$ cat src/rtl/dmem_arb_pkg.sv
// Shared types and defaults for the two-port data memory arbiter.
package dmem_arb_pkg;

    typedef enum logic [1:0] {
        IDLE   = 2'd0,
        ACCESS = 2'd1,
        RESP   = 2'd2
    } state_e;

    localparam logic P0 = 1'b0;
    localparam logic P1 = 1'b1;

    localparam int MEM_DEPTH_DEF = 8;
    localparam int RD_LAT_DEF    = 1;

endpackage

$ cat src/rtl/rr_arb2.sv
// Two-way round-robin grant: on contention the port that was not granted last wins.
// Purely combinational; a lone requester always wins.
module rr_arb2
    import dmem_arb_pkg::*;
(
    input  logic [1:0] req_i,
    input  logic       last_grant_i,
    output logic       grant_o,
    output logic       grant_valid_o
);

    always_comb begin
        grant_valid_o = |req_i;
        if (&req_i) begin
            grant_o = ~last_grant_i;
        end else begin
            grant_o = req_i[1] ? P1 : P0;
        end
    end

endmodule

$ cat src/rtl/dmem_arbiter.sv
// Shares one word-addressed data memory between a CPU port (0) and a loader port (1).
// Each access runs IDLE -> ACCESS -> RESP with a one-cycle ack; requests seen while busy wait for IDLE.
module dmem_arbiter
    import dmem_arb_pkg::*;
#(
    parameter int DATA_W    = 32,
    parameter int ADDR_W    = 32,
    parameter int MEM_DEPTH = MEM_DEPTH_DEF,
    parameter int RD_LAT    = RD_LAT_DEF
) (
    input  logic              clk_i,
    input  logic              rst_i,
    input  logic              m0_req_i,
    input  logic              m0_we_i,
    input  logic [ADDR_W-1:0] m0_addr_i,
    input  logic [DATA_W-1:0] m0_wdata_i,
    output logic              m0_ack_o,
    output logic [DATA_W-1:0] m0_rdata_o,
    output logic              m0_err_o,
    input  logic              m1_req_i,
    input  logic              m1_we_i,
    input  logic [ADDR_W-1:0] m1_addr_i,
    input  logic [DATA_W-1:0] m1_wdata_i,
    output logic              m1_ack_o,
    output logic [DATA_W-1:0] m1_rdata_o,
    output logic              m1_err_o,
    output logic [ADDR_W-1:0] mem_addr_o,
    output logic [DATA_W-1:0] mem_wdata_o,
    output logic              mem_we_o,
    output logic              mem_re_o,
    input  logic [DATA_W-1:0] mem_rdata_i,
    output logic              busy_o
);

    localparam int CNT_W = 2;

    state_e            state_q, state_d;
    logic              sel_q, sel_d;
    logic              last_grant_q, last_grant_d;
    logic              we_q, we_d;
    logic              legal_q, legal_d;
    logic              mem_we_q, mem_we_d;
    logic              mem_re_q, mem_re_d;
    logic [CNT_W-1:0]  cnt_q, cnt_d;
    logic [ADDR_W-1:0] addr_q, addr_d;
    logic [DATA_W-1:0] wdata_q, wdata_d;
    logic [1:0]        ack_q, ack_d;
    logic [1:0]        err_q, err_d;
    logic [DATA_W-1:0] rdata_q [2];
    logic [DATA_W-1:0] rdata_d [2];
    logic              gnt;
    logic              gnt_valid;
    logic [ADDR_W-1:0] req_addr;

    rr_arb2 u_rr_arb2 (
        .req_i        ({m1_req_i, m0_req_i}),
        .last_grant_i (last_grant_q),
        .grant_o      (gnt),
        .grant_valid_o(gnt_valid)
    );

    assign req_addr = gnt ? m1_addr_i : m0_addr_i;

    always_comb begin
        state_d      = state_q;
        sel_d        = sel_q;
        last_grant_d = last_grant_q;
        we_d         = we_q;
        legal_d      = legal_q;
        cnt_d        = cnt_q;
        addr_d       = addr_q;
        wdata_d      = wdata_q;
        rdata_d      = rdata_q;
        ack_d        = '0;
        err_d        = '0;
        mem_we_d     = 1'b0;
        mem_re_d     = 1'b0;
        case (state_q)
            IDLE: begin
                if (gnt_valid) begin
                    sel_d        = gnt;
                    last_grant_d = gnt;
                    we_d         = gnt ? m1_we_i : m0_we_i;
                    addr_d       = req_addr;
                    wdata_d      = gnt ? m1_wdata_i : m0_wdata_i;
                    legal_d      = req_addr < ADDR_W'(MEM_DEPTH);
                    // Strobes are registered, so they rise together with the ACCESS state.
                    mem_we_d     = legal_d && we_d;
                    mem_re_d     = legal_d && !we_d;
                    cnt_d        = '0;
                    state_d      = ACCESS;
                end
            end
            ACCESS: begin
                if (!legal_q || we_q) begin
                    ack_d[sel_q] = 1'b1;
                    err_d[sel_q] = !legal_q;
                    state_d      = RESP;
                end else if (cnt_q == CNT_W'(RD_LAT - 1)) begin
                    rdata_d[sel_q] = mem_rdata_i;
                    ack_d[sel_q]   = 1'b1;
                    state_d        = RESP;
                end else begin
                    mem_re_d = 1'b1;
                    cnt_d    = cnt_q + CNT_W'(1);
                end
            end
            RESP:    state_d = IDLE;
            default: state_d = IDLE;
        endcase
    end

    always_ff @(posedge clk_i or posedge rst_i) begin
        if (rst_i) begin
            state_q      <= IDLE;
            sel_q        <= P0;
            last_grant_q <= P1;
            we_q         <= 1'b0;
            legal_q      <= 1'b0;
            cnt_q        <= '0;
            addr_q       <= '0;
            wdata_q      <= '0;
            rdata_q      <= '{default: '0};
            ack_q        <= '0;
            err_q        <= '0;
            mem_we_q     <= 1'b0;
            mem_re_q     <= 1'b0;
        end else begin
            state_q      <= state_d;
            sel_q        <= sel_d;
            last_grant_q <= last_grant_d;
            we_q         <= we_d;
            legal_q      <= legal_d;
            cnt_q        <= cnt_d;
            addr_q       <= addr_d;
            wdata_q      <= wdata_d;
            rdata_q      <= rdata_d;
            ack_q        <= ack_d;
            err_q        <= err_d;
            mem_we_q     <= mem_we_d;
            mem_re_q     <= mem_re_d;
        end
    end

    assign mem_addr_o  = addr_q;
    assign mem_wdata_o = wdata_q;
    assign mem_we_o    = mem_we_q;
    assign mem_re_o    = mem_re_q;
    assign busy_o      = (state_q != IDLE);
    assign m0_ack_o    = ack_q[P0];
    assign m0_err_o    = err_q[P0];
    assign m0_rdata_o  = rdata_q[P0];
    assign m1_ack_o    = ack_q[P1];
    assign m1_err_o    = err_q[P1];
    assign m1_rdata_o  = rdata_q[P1];

endmodule

$ cat config.mk
export PLATFORM = sky130hd
export DESIGN_NAME = dmem_arbiter
export DESIGN_NICKNAME = d
export VERILOG_FILES = /design/src/rtl/dmem_arb_pkg.sv /design/src/rtl/rr_arb2.sv /design/src/rtl/dmem_arbiter.sv
export SDC_FILE = /design/constraint.sdc
export NUM_CORES = 1
export LEC_CHECK = 0
export BUFFER_PORTS_ARGS = -buffer_cell sky130_fd_sc_hd__buf_2
export CAP_MARGIN = 10
export CORE_AREA = 2 2 117 119
export CTS_CLUSTER_DIAMETER = 80
export CTS_CLUSTER_SIZE = 16
export DETAILED_ROUTE_END_ITERATION = 12
export DIE_AREA = 0 0 119 121
export PLACE_DENSITY = 0.81
export RECOVER_POWER = 50
export SYNTH_ARGS = -nofsm -noshare
export SYNTH_HDL_FRONTEND = slang
export SYNTH_SLANG_ARGS = --single-unit
$ cat constraint.sdc
create_clock -name clk_i -period 8.8 [get_ports clk_i]
set_clock_uncertainty 0.05 [all_clocks]
set_input_delay 0.44 -clock clk_i [delete_from_list [all_inputs] [get_ports clk_i]]
set_output_delay 0.44 -clock clk_i [all_outputs]
set_load 0.005 [all_outputs]
==> metrics.sh <==
HOLDCRITPATHCLASS='input port to register'
GRT.TOTAL_USAGE_PCT=21.02
SLEW_VIOL_FINAL=81
NUMPORTBUFFERS=300
ANTENNA_FOUND_INITIAL=0
MIN_PERIOD_NS=3.005
GRT_START_MAX_NET_PINS=81
FAILED_CHECKS='capacitance limit, slew limit'
WORST-PATH-STAGES=3
STATUS='finished, violations left'
SLEW_LIMIT_HEADROOM_PCT=-129.3
WORSTPATHCELLLIST='buf_2, clkinvlp_2, buf_4'
DP_CELLS=941
ANTENNA_CELLS_INSERTED=0
CTS_TREE='built'
POSTCTSHOLDBUFS=0
DRC=0
INITIAL_UTILIZATION_PCT=46.44
CTS-BUFFERS-INSERTED=17
SYNTH_COMPOUND_AREA_SHARE_PCT=6.650
STARTING_DRT_DRC_COUNT=258
INSERTION_DELAY_NS=0.40
CRITICAL_PATH_PEAK_FANOUT=80
WORST-PATH-BUF-INV=3
FIN_CELLS=973
SYNTH_NETS=657
POST_ROUTE_CELLS_DRIVE_ABOVE_1_SHARE_PCT=40.03
DIE_AREA_MM2=0.01440
YS_SEQ_ELEMENTS=142
DRT_WL_TOTAL_MM=15.04
TIMING.CRITICAL_PATH.SLOWEST_CELL_DELAY_NS=1.91
CRITPATHKIND='input port to async pin'
CRITICAL_PATH_ARRIVAL_NS=3.40
LAYOUT.CELLS.MOST_COMMON='sky130_fd_sc_hd__buf_2'
P_LEAK_uW=0.004048
POST_SYNTH_EDFFS=0
CTS.REPAIR_TIMING.SETUP_BUFFER_COUNT=0
N_FILL_CELL=1121
HPWL_MM=11.36
CRIT_PATH_END_KIND='async pin'
YOSYS_WARNS=0
CTS_RESIZED=0
MOSTFREQUENTLAYOUTCELLS='sky130_fd_sc_hd__buf_2, sky130_fd_sc_hd__dfrtp_1, sky130_fd_sc_hd__clkbuf_1'
WORST_PATH_DOMINANT_CELL_FAMILY='buffers and inverters'
GLOBAL_ROUTE.OVERFLOW_TOTAL=0
POWER.DENSITY_CELL_AREA_mW_PER_MM2=271.9
POST_SYNTH_INST_COUNT=490
CORE_REGION_AREA_MM2=0.01309
MAPPEDNETLISTAREA_MM2=0.006077
CLOCK-ROOT-BUFFER='sky130_fd_sc_hd__clkbuf_16'
WORST-R2R-SETUP-SLACK_NS=6.38
SETUP_TNS_NS=0
SYNTH_XOR_AREA_SHARE_PCT=0
HTREE_LEVELS=4
NETS=951
TIMING.CRITICAL_PATH.FROM_TYPE='input port'
CRIT_REQUIRED_NS=9.20
SYN2LAYOUT_AREA_GROWTH_PCT=33.31
YS_SEQ_AREA_SHARE_PCT=58.49
COUNT_OF_VIAS_PLACED_BY_THE_DETAILED_ROUTER=4786
FINALCRITPERIODSHARE_PCT=34.15
FLOORPLAN.DIE.HEIGHT_UM=121
MIN_PATH_CELLS=2
SYNTH_FLOP_CELL='sky130_fd_sc_hd__dfrtp_1'
DETAIL_ROUTE.FIRST_PASS.ITERATIONS=4
POST_SYNTH_AND_OR_NAND_NOR_AREA_FRACTION_PCT=8.771
GRT_FIRST_PASS_WIRELENGTH_MM=23.49
SYN_AVG_CELL_AREA_UM2=12.40
REG2REGPATHDEPTH=6
RSZ_0062_RAISED_AFTER_GLOBAL_ROUTING='no'
VIA_COUNT_OF_THE_FIRST_GLOBAL_ROUTING_PASS=4729
VIA_PER_INST=4.919
SLOWEST_STAGE='sky130_fd_sc_hd__clkinvlp_2'
CLKSINKCOUNT=142
SETUP-VIOLATIONS-FINAL=0
SYNTHMUXAREASHARE_PCT=22.57
WORSTMARGINPINSLEW_NS=3.421
CLKTRANSATPATHREGS_NS=0.06
CTS.PATH.MAX_BUFFERS=2
UTILIZATION_PCT=61.91
NETLIST-CELL-TYPE-COUNT=34
FMAX_MHz=332.8
PEAK_SUPPLY_DROP_mV=0.1400
DIE_X_UM=119
MAIN_COMBINATIONAL_CELL_FAMILY_BY_AREA_AFTER_SYNTHESIS='multiplexers'
TIMING.MAX_CAP.VIOLATIONS=1
ROW_COUNT=42
WIRE_PER_INST_UM=15.45
NUMBER_OF_PORTS_PLACED_ON_THE_DIE_BOUNDARY=301
GPL.FINAL_WEIGHTED_CONGESTION=0.8109
POST_SYNTH_FA_HA_MAJ_AREA_FRACTION_PCT=0.2059
POSTROUTEANTENNANETS=0
HOLD_VIOL=0
YS_ASYNC_SR_FRACTION_PCT=100.0
-- layer usage --
layer	track usage, %	part of all wire (%)
met1	24.89	40
met2	37.36	52
met3	5.028	6.5
met4	7.440	1.4
met5	0	0
-- cell usage after synthesis (2+ instances only) --
master | number | area [um^2]
sky130_fd_sc_hd__buf_2 | 14 | 70.07
sky130_fd_sc_hd__nor2_1 | 5 | 18.77
sky130_fd_sc_hd__nand2b_1 | 2 | 12.51
sky130_fd_sc_hd__mux2_1 | 2 | 22.52
sky130_fd_sc_hd__nor3_1 | 2 | 10.01
sky130_fd_sc_hd__buf_6 | 8 | 90.09
sky130_fd_sc_hd__dfrtp_1 | 141 | 3528
sky130_fd_sc_hd__nand4_2 | 2 | 25.02
sky130_fd_sc_hd__mux2i_1 | 65 | 650.6
sky130_fd_sc_hd__nor4_1 | 14 | 87.58
sky130_fd_sc_hd__o21ai_2 | 2 | 17.52
sky130_fd_sc_hd__clkbuf_1 | 5 | 18.77
sky130_fd_sc_hd__nand4_1 | 2 | 12.51
sky130_fd_sc_hd__inv_1 | 4 | 15.01
sky130_fd_sc_hd__mux2_2 | 62 | 698.2
sky130_fd_sc_hd__o21ai_0 | 10 | 50.05
sky130_fd_sc_hd__or2_1 | 2 | 12.51
sky130_fd_sc_hd__and2b_1 | 2 | 15.01
sky130_fd_sc_hd__nand3_1 | 3 | 15.01
sky130_fd_sc_hd__o21ai_1 | 56 | 280.3
sky130_fd_sc_hd__nand2_1 | 74 | 277.8
-- cells by family after synthesis --
group | count (synthesis)
mux | 129
fa+ha+maj | 1
simple gates | 112
buf+inv | 32
flops | 142
compound gates | 74
-- state kept, by name (all words and copies together) (netlist names) --
register and cells:
mem_re_o 1, we_q 1, legal_q 1, mem_wdata_o 32, state_q 2, mem_we_o 1, err_q 2, sel_q 1
m0_rdata_o 32, cnt_q 2, m1_rdata_o 32, last_grant_q 1, ack_q 2, mem_addr_o 32
-- area by class of cell --
cell class	count	area (um^2)	area share, %
Clock inverter	12	111.4	1.375
Tap cell	176	220.2	2.718
Sequential cell	142	3555	43.88
Inverter	4	16.27	0.2008
Clock buffer	20	456.7	5.637
Timing Repair Buffer	303	1413	17.44
Multi-Input combinational cell	316	2330	28.76
-- power breakdown --
group	switching [uW]	internal, uW
sequential	97.4	835
clock	270	404
combinational	346	250
-- metrics by stage --
step                      total power [uW]  instance area (um^2)  hold slack [ns]  setup WS (ns)
final                                 2203                  8102           0.2225          5.795
after global routing                  2350                  8102           0.2067          5.139
after CTS                             2259                  8217           0.1284          6.390
after detailed placement              1576                  7649           0.4151          6.369
after global placement                1552                  7649           0.4075          6.438
after floorplan                       1304                  6077           0.3978          4.502
-- final timing paths --
check | start | to
max reg2reg | last_grant_q | mem_re_o
min in group asynchronous | rst_i | mem_wdata_o[3]
max in group clk_i | last_grant_q | mem_re_o
min reg2reg | mem_addr_o[2] | mem_addr_o[2]
min | mem_rdata_i[25] | m1_rdata_o[25]
max | rst_i | m0_rdata_o[0]
Note: power is estimated with default switching activity, not from simulation.
